$ cat config.mk
export PLATFORM = sky130hd
export DESIGN_NAME = key_debouncer
export DESIGN_NICKNAME = d
export VERILOG_FILES = /design/src/rtl/key_debouncer.sv
export SDC_FILE = /design/constraint.sdc
export NUM_CORES = 1
export LEC_CHECK = 0
export ABC_AREA = 1
export ABC_CLOCK_PERIOD_IN_PS = 1600
export CORE_MARGIN = 4
export CORE_UTILIZATION = 45
export CTS_CLUSTER_DIAMETER = 30
export CTS_CLUSTER_SIZE = 10
export DETAILED_ROUTE_END_ITERATION = 8
export GPL_TIMING_DRIVEN = 0
export PLACE_DENSITY = 0.7
export RECOVER_POWER = 50
export SETUP_SLACK_MARGIN = 0.3
export SLEW_MARGIN = 20
export SYNTH_ARGS = -nofsm -noshare
export SYNTH_HDL_FRONTEND = slang
export SYNTH_SLANG_ARGS = --single-unit
$ cat constraint.sdc
create_clock -name clk -period 1.6 [get_ports clk]
set_input_delay 0.48 -clock clk [delete_from_list [all_inputs] [get_ports clk]]
set_output_delay 0.48 -clock clk [all_outputs]
set_load 0.03 [all_outputs]
$ cat src/rtl/key_debouncer.sv
// Press/release debouncer for a scanned key code. It confirms a code after
// DEBOUNCE_CYCLES stable samples and confirms a release the same way.
module key_debouncer #(
  parameter int WIDTH           = 4,
  parameter int DEBOUNCE_CYCLES = 960000
) (
  input  logic             clk,
  input  logic             reset,
  input  logic [WIDTH-1:0] sig_in,
  input  logic             key_pressed,
  output logic [WIDTH-1:0] sig_out,
  output logic             key_valid,
  output logic             key_held,
  output logic [1:0]       state_dbg
);

  localparam int            CW      = $clog2(DEBOUNCE_CYCLES);
  localparam logic [CW-1:0] CNT_MAX = CW'(DEBOUNCE_CYCLES - 1);

  typedef enum logic [1:0] {
    IDLE         = 2'd0,
    PRESS_WAIT   = 2'd1,
    HELD         = 2'd2,
    RELEASE_WAIT = 2'd3
  } state_t;

  state_t          state;
  logic [CW-1:0]   counter;
  logic [WIDTH-1:0] cand;

  assign state_dbg = state;

  // key_valid is a one-cycle strobe with no ready/backpressure: a consumer
  // that needs the code takes sig_out on that cycle (sig_out is held anyway).
  always_ff @(posedge clk or negedge reset) begin
    if (!reset) begin
      state     <= IDLE;
      counter   <= '0;
      cand      <= '0;
      sig_out   <= '0;
      key_valid <= 1'b0;
      key_held  <= 1'b0;
    end else begin
      key_valid <= 1'b0;
      case (state)
        IDLE: begin
          counter <= '0;
          if (key_pressed) begin
            cand  <= sig_in;
            state <= PRESS_WAIT;
          end
        end
        PRESS_WAIT: begin
          if (!key_pressed) begin
            counter <= '0;
            state   <= IDLE;
          end else if (sig_in != cand) begin
            // A new code restarts the stability measurement.
            cand    <= sig_in;
            counter <= '0;
          end else if (counter == CNT_MAX) begin
            counter   <= '0;
            sig_out   <= cand;
            key_valid <= 1'b1;
            key_held  <= 1'b1;
            state     <= HELD;
          end else begin
            counter <= counter + CW'(1);
          end
        end
        HELD: begin
          counter <= '0;
          if (!key_pressed) state <= RELEASE_WAIT;
        end
        RELEASE_WAIT: begin
          if (key_pressed) begin
            // Release bounce: back to HELD without reporting a new press.
            counter <= '0;
            state   <= HELD;
          end else if (counter == CNT_MAX) begin
            counter  <= '0;
            key_held <= 1'b0;
            state    <= IDLE;
          end else begin
            counter <= counter + CW'(1);
          end
        end
        default: begin
          counter <= '0;
          state   <= IDLE;
        end
      endcase
    end
  end

endmodule

Yosys cells after proc, flatten, opt, wreduce, memory -nomap -nowiden
Index checks and enable logic that the tools add are counted.
{ "op_classes": {"addsub": 1, "n_eq_ne": 16, "muxes": 27, "bitwise": 1, "reduce_logical": 8} }
{ "ops": {"columns": ["cell", "count"], "rows": [
  ["two-way mux 20 bit", 4],
  ["one-hot mux 20 bit (3 select lines)", 1],
  ["adder 20 x 1 -> 20 bit (second input constant)", 1],
  ["equality test 20 bit (second input constant)", 1],
  ["inequality test 2 bit (second input constant)", 8],
  ["two-way mux 2 bit", 7],
  ["two-way mux 4 bit", 3],
  ["two-way mux 1 bit", 9],
  ["inequality test 3 bit (second input constant)", 3],
  ["one-hot mux 2 bit (4 select lines)", 1],
  ["one-hot mux 4 bit (2 select lines)", 1],
  ["AND reduction 4 bit", 2],
  ["AND reduction 6 bit", 1],
  ["AND reduction 5 bit", 1],
  ["equality test 2 bit (second input constant)", 2],
  ["inequality test 4 bit", 1],
  ["nonzero test 2 bit", 2],
  ["equality test 2 x 1 -> 1 bit (second input constant)", 1],
  ["zero test 2 bit", 1],
  ["one-hot mux 1 bit (2 select lines)", 1],
  ["OR reduction 2 bit", 1],
  ["NOT 1 bit", 1]
]} }
{ "totals": {"register_bits": 32, "in_bits": 7, "output_inout_bits": 8, "elab_cells": 59} }

Logic depth before layout (Yosys ltp)
{ "depth": {"depth_word": 5, "depth_mapped": 11, "mapped_depth_nobuf": 11} }

Worst setup path after synthesis
No wires, ideal clock.
{ "synth_timing": {"path_kind": "register -> register", "startpoint": "register counter[0]", "endpoint": "register counter[15]", "setup_time_ps": 119, "t_arrival_ps": 1470, "required_time_ps": 1481, "path_slack_ps": 11, "path_stages_with_launch": 10, "path_buffers": 1, "period_less_slack_ps": 1589, "path_cell_list": "dfrtp_1 -> ha_1 -> nand3_2 -> nor2_4 -> nand3_2 -> nand4_4 -> nand2_4 -> inv_4 -> buf_12 -> nor2_2"} }
{ "synth_between": {"elab_chain_cells": 5, "word_cells_on_any_way": 7, "cone_classes": "add/sub (1); eq/ne (1); mux (5)"} }
{ "synth_rtl": {"columns": ["element", "line_no", "rtl"], "rows": [
  ["start: declaration", "28", "logic [CW-1:0] counter;"],
  ["start signal: assignment", "68", "counter <= counter + CW'(1);"],
  ["start signal: assignment", "85", "counter <= counter + CW'(1);"],
  ["adder 20 x 1 -> 20 bit or equality test 20 bit (tied branches)", null, null],
  ["two-way mux 20 bit *", "61, 80", null],
  ["two-way mux 20 bit", "57", "end else if (sig_in != cand) begin"],
  ["two-way mux 20 bit", "54", "if (!key_pressed) begin"],
  ["one-hot mux 20 bit (3 select lines) *", "45", "case (state)"]
]} }
Mark *: on every way between the ends. The rest lies on a longest branch, timed or not.
A chain may end at the register's enable or synchronous reset.

Worst setup path in the final report
{ "layout_timing": {"startpoint": "register counter[0]", "endpoint": "register counter[19]"} }
Same word-level chain as after synthesis.

==> reports/qor.csv <==
stage;metric;value;unit
setup_path;Critical Path RT;1790;ps
cells_and_area;most frequent cells in the layout;nand2_1, inv_1, dfrtp_1;
sta;Hold Vio Cnt, Final;0;
global_routing;Overall Global Routing Usage;0.175;
cells_and_area;commonest non-fill, non-tap cell in the layout;nand2_1;
cells_and_area;Layout Nets;289;
logic_synthesis;Mapped Area;1810;um^2
sta;Final min period;1600;ps
global_routing;grt total ovfl;0;
setup_path;Critical R2R Launch;counter[0];
setup_path;CP arrival;1780;ps
routing;met1 wire length;1.90;mm
sta;Slew @ Worst Pin;926;ps
routing;via count;1623;
run_status;status;complete, no violations;
floorplan;row count;22;
setup_path;Cell Chain, Critical Path;buf_6 -> ha_4 -> nand3_4 -> nor2_4 -> nand3_4 -> nand4_4 -> nand2_4 -> buf_6 -> buf_6 -> nand2_2 -> nor2_2;
cells_and_area;antenna cells;0;
logic_synthesis;post-synthesis cell type count;27;
job;Max-Cap Viols;0;
sta;f_max;626;MHz
floorplan;area of the die;5100;um^2
clocking;clock buffer depth;2;
clocking;H-tree Lvls;2;
logic_synthesis;largest cells by area after synthesis;dfrtp_1, nand2_1, inv_1;
routing;Vias per Instance;4.92;
floorplan;Chip Height;71.4;um
clocking;clk slew on worst S/H paths;70;ps
logic_synthesis;syn nets;234;
setup_path;CP Capture Type;flip-flop;
cells_and_area;fraction of layout cells with a size suffix above 1;0.447;
floorplan;Starting Density;0.479;
clocking;CTS tree;built;
floorplan;core region area;3770;um^2
setup_path;most numerous cell on the critical path;buf_6;
floorplan;boundary pin count;15;
cells_and_area;P&R area growth vs syn;44.4;%
floorplan;die width;71.4;um
logic_synthesis;Seq/Total Area, Yosys;0.443;
placement;Detail Placement HPWL;2.63;mm
power;Pleak;1.16;nW
min_path;HP Class;in2async;
routing;met3 routed WL;122;um
routing;Top Metal Used;met4;
routing;residual DRC count;0;
routing;starting DRC count in detailed routing;92;
clocking;total CTS buffers;5;
cells_and_area;Layout Cells excl Fill;330;
global_routing;initial antenna violation count;0;
setup_path;Worst path slowest cell;dfrtp_2;
clocking;clock sinks;32;
logic_synthesis;Synth area leader;dfrtp_1;
setup_path;Crit Path Max Fanout;4;
placement;dpl cells;289;
logic_synthesis;top cell type's share of synthesized area;0.443;
placement;Placer Congestion;0.803;
sta;fin crit share;0.999;
sta;RSZ-0062 raised after global routing;yes;
sta;max-slew violations;0;
routing;post-route ant nets;0;
global_routing;pin count of the biggest net entering global routing;18;
sta;smallest hold slack;295;ps
clocking;clk_lat worst skew;290;ps
power;Max VDD drop;0.000668;V
routing;total routed wirelength;4.20;mm
global_routing;global-route wire length before repair;7.00;mm
sta;Final setup viols;0;
logic_synthesis;Syn Area/Cell;8.00;um^2
clocking;Root Buffer;clkbuf_8;
setup_path;internal reg-to-reg setup slack;2;ps
setup_path;cells on worst reg2reg path;11;
logic_synthesis;top_reg_cell synth;dfrtp_1;
setup_path;CP Launch Type;flip-flop;
logic_synthesis;Ys Warns;0;
global_routing;vias in the first global route;1552;
power;Pwr Density;1020;nW/um^2
clocking;cts hold-fix bufs;0;
placement;I/O Buffers;14;
setup_path;max incr delay on CP;360;ps
routing;drt wl/cell;12.7;um
setup_path;critical path class;reg2reg;
logic_synthesis;EDFF count, synth;0;
logic_synthesis;Seq cells post-synth;32;
sta;worst relative slew slack;0.382;
sta;clock skew;11.3;ps
routing;drt pass-1 iters;4;
routing;WL met2;2.04;mm
setup_path;FF-to-FF End;counter[19];
logic_synthesis;synthesized instance count;226;
logic_synthesis;Async S/R FF share, synth;1.00;
==> worst max-delay path by stage <==
stage                     cells past startpoint        from      endpoint
after global placement                        1       reset  state_dbg[0]
after detailed placement                     12   sig_in[1]   counter[15]
after floorplan                               9  counter[1]   counter[15]
final                                        11  counter[0]   counter[19]
after global routing                         11  counter[1]   counter[19]
after CTS                                    10  counter[0]   counter[19]
==> cell usage after synthesis, types with 2 or more instances <==
library cell	number
nand2_1	63
dfrtp_1	32
inv_1	30
nor2_1	16
nor2_2	14
o21ai_0	11
nand3_1	9
a21oi_1	7
nor3_1	7
nand3_2	6
xor2_1	5
nand4_1	4
nand2_2	3
nor2_4	3
xnor2_1	3
inv_2	2
==> worst max-delay path, delay by kind of cell (launching register included) <==
| family | cells | cell delay [ps] |
|---|---|---|
| simple gates | 7 | 660 |
| flops | 1 | 360 |
| buf+inv | 3 | 340 |
| fa+ha+maj | 1 | 140 |
==> metrics by stage <==
step / setup TNS, ps / power [mW] / area (um^2) / worst slack, ps / utilization
5_1_grt: -661 / 2.84 / 2610 / -101 / 0.692
6_report: 0 / 2.67 / 2610 / 2.13 / 0.692
4_1_cts: 0 / 2.53 / 2450 / 57.2 / 0.650
3_3_place_gp: -33610 / 1.62 / 2060 / -730 / 0.546
3_5_place_dp: -14130 / 1.64 / 2080 / -532 / 0.552
2_1_floorplan: 0 / 1.45 / 1860 / 149 / -
==> area by class of cell <==
cell class              count  area, um^2
plain buffers               1        20.0
clock buffers               6        82.6
clock inverters             2        10.0
fillers                   277        1160
inverters                  33         131
multi-input cells         160        1060
flip-flops and latches     32         808
well taps                  48        60.1
repair buffers             48         437
==> logic make-up after synthesis <==
logic type,count (synthesis),synth area share
xor gates and xnor gates,8,0.0388
DFF,32,0.443
AOI/OAI and AO/OA,19,0.0526
adders and majority gates,1,0.00692
buffers and inverters,34,0.0810
and+or+nand+nor,132,0.378
==> metal layers <==
metal,track usage,up-vias
li1,-,820
met1,0.230,767
met2,0.269,22
met3,0.0435,14
met4,0.0835,0
met5,0,-
==> repair_timing <==
action	CTS	global route
pin swaps	9	19
resized for setup	84	40
cloned	1	0
setup endpoints to repair	40	40
buffers inserted	22	10
==> sequential cells by signal, indices dropped and copies added (netlist names), named ones only <==
| name | flops |
|---|---|
| cand | 4 |
| counter | 20 |
| key_held | 1 |
| key_valid | 1 |
| sig_out | 4 |
| state_dbg | 1 |
==> power breakdown <==
part	internal (mW)	switching, mW
sequential	0.900	0.0794
clock	0.343	0.307
combinational	0.476	0.560
total	1.72	0.947
Note: power is estimated with default switching activity, not from simulation.
==> variant, RTL diff (same settings) <==
Reset style: synchronous (`reset`), changed in one clocked block.
--- a/src/rtl/key_debouncer.sv
+++ b/src/rtl/key_debouncer.sv
@@ -34,3 +34,3 @@
   // that needs the code takes sig_out on that cycle (sig_out is held anyway).
-  always_ff @(posedge clk or negedge reset) begin
+  always_ff @(posedge clk) begin
     if (!reset) begin
Behaviour: differs if reset is asserted again (counterexample within 4 cycles, from zero or initial values and one cycle with reset low); with reset held inactive, the same outputs for 10 cycles.
==> variant against the unedited design <==
- global-route usage down 2.6 points
- synthesized area down 5.3%
- maximum frequency up 8.3%
- critical path type unchanged
- routed wire length down 16%
- synthesized cell count up 10%
- count of clock-buffer cells in the layout up 1
- cell area down 17%
- largest cell class unchanged
- sequential cell count unchanged
- worst setup slack better by 0.12 ns
Power is not compared: it rests on default switching activity, and its combinational part moved more than twofold at a synthesized area within 25%.
==> variant: results (changes against the unedited design) <==
Power and ir drop
  – Switching power share of the total: 22.4%

STA
  – Minimum hold slack: 0.475 ns (+0.179 ns)
  – Layout Skew: 0.0133 ns (+0.00199 ns)
  – Remaining max-slew budget at the tightest pin: 75.0% (+37 points)

Placement
  – RD Place Congestion: 0.842 (+4.8%)
  – Post-Place Worst Slack: -0.369 ns (+0.163 ns)
  – DP Wirelength: 2350 um (-11%)
  – Count of buffers inserted at the top-level ports: 14 (unchanged)

Routing
  – Routed wl met3: 147 um (+20%)
  – DR WL met2: 1660 um (-19%)
  – Routed metal-1 wirelength: 1660 um (-13%)
  – Mean routed wirelength per cell: 10.8 um (-15%)
  – Drt first-iter violations: 59 (-36%)
  – Vias: 1560 (-3.9%)

Critical path
  – Cell depth of the worst flop-to-flop path: 8 (-3)
  – Reg-to-Reg End: counter[16]
  – Worst-path fanout max: 5 (+1)
  – Worst R2R Setup Slack: 0.12 ns (+0.12 ns)
  – Cell with the biggest individual delay on the critical path: sky130_fd_sc_hd__dfxtp_2

Global route
  – Met2 capacity usage during global routing: 23.2% (-3.7 points)
  – Global-route wire length before repair: 5950 um (-15%)
  – Largest net degree at the start of global routing: 11 (-7)
  – GRT Resource Usage Total: 14.9% (-2.6 points)
  – Number of global-route vias before repair: 1386 (-11%)
  – Met1 layer usage reported by global route: 18.8% (-4.2 points)
  – Fraction of met3 tracks used by global routing: 4.49% (+0.14 points)

Min path
  – Path category of the worst min-delay check: flop to flop

Layout
  – Layout cells sized above 1: 28.5% (-16 points)
  – Filler cell count in the final layout: 340 (+23%)
  – Post-route insts no fill: 329 (-0.30%)
  – Number of nets at the end of the flow: 288 (-0.35%)

Status
  – Result of the run: complete, no violations

Synthesis
  – Leading register cell type out of synthesis: sky130_fd_sc_hd__dfxtp_1
  – Top cells by instance count after synthesis: sky130_fd_sc_hd__nand2_1, sky130_fd_sc_hd__nor2_1, sky130_fd_sc_hd__inv_1
  – Post-Synthesis Mean Instance Area: 6.87 um^2 (-14%)
  – Fraction of the yosys area taken by sequential cells: 37.4% (-6.9 points)
  – Nets in the synthesized netlist: 257 (+9.8%)
  – Top cells by area in the synthesized netlist: sky130_fd_sc_hd__dfxtp_1, sky130_fd_sc_hd__nand2_1, sky130_fd_sc_hd__nor2_1

Clock tree
  – Number of setup buffers added after CTS: 5 (-77%)
  – Cells resized by post-CTS repair: 67 (-20%)
[variant: changes by cell type in the layout (fill, tap and decap cells not counted), moves of 4 or more]
cell                       change
sky130_fd_sc_hd__dfrtp_1      -26
sky130_fd_sc_hd__buf_6        -12
sky130_fd_sc_hd__dfrtp_2       -6
sky130_fd_sc_hd__nor2_1       +34
sky130_fd_sc_hd__nand2_2       -7
sky130_fd_sc_hd__inv_1         +8
sky130_fd_sc_hd__nand2_1       +4
sky130_fd_sc_hd__clkbuf_1      +5
sky130_fd_sc_hd__dfxtp_1      +23
sky130_fd_sc_hd__buf_4        -16
sky130_fd_sc_hd__o21ai_1       -4
sky130_fd_sc_hd__dfxtp_2       +8
[variant: worst max path at each step]
stage	from	end	slack (ns)	cells past startpoint
finish	counter[0]	counter[16]	0.12	8
global route	cand[0]	cand[1]	0.02	11
CTS	counter[0]	counter[18]	0.07	8
detailed placement	key_pressed	counter[6]	-0.37	8
global placement	key_pressed	counter[14]	-0.34	8
floorplan	counter[0]	counter[14]	0.22	9
[variant: cells by family (layout without fill, tap and decap cells)]
kind of cell | after synthesis | after routing | share of synthesized area (%)
compound gates | 20 | 20 | 6.87
xor+xnor | 4 | 4 | 2.05
fa+ha+maj | 1 | 1 | 0.731
buf+inv | 41 | 73 | 10.4
flops | 32 | 32 | 37.4
simple gates | 151 | 151 | 42.5
[variant: layout make-up]
type / instances / area (um^2) / share of cell area (%)
tap: 48 / 60.1 / 2.76
clock buffer: 7 / 96.3 / 4.42
multi-input combinational: 176 / 978 / 44.9
sequential: 32 / 654 / 30.0
clock inverter: 1 / 30.0 / 1.38
buffer: 2 / 31.3 / 1.44
timing repair buffer: 24 / 176 / 8.10
inverter: 39 / 151 / 6.95
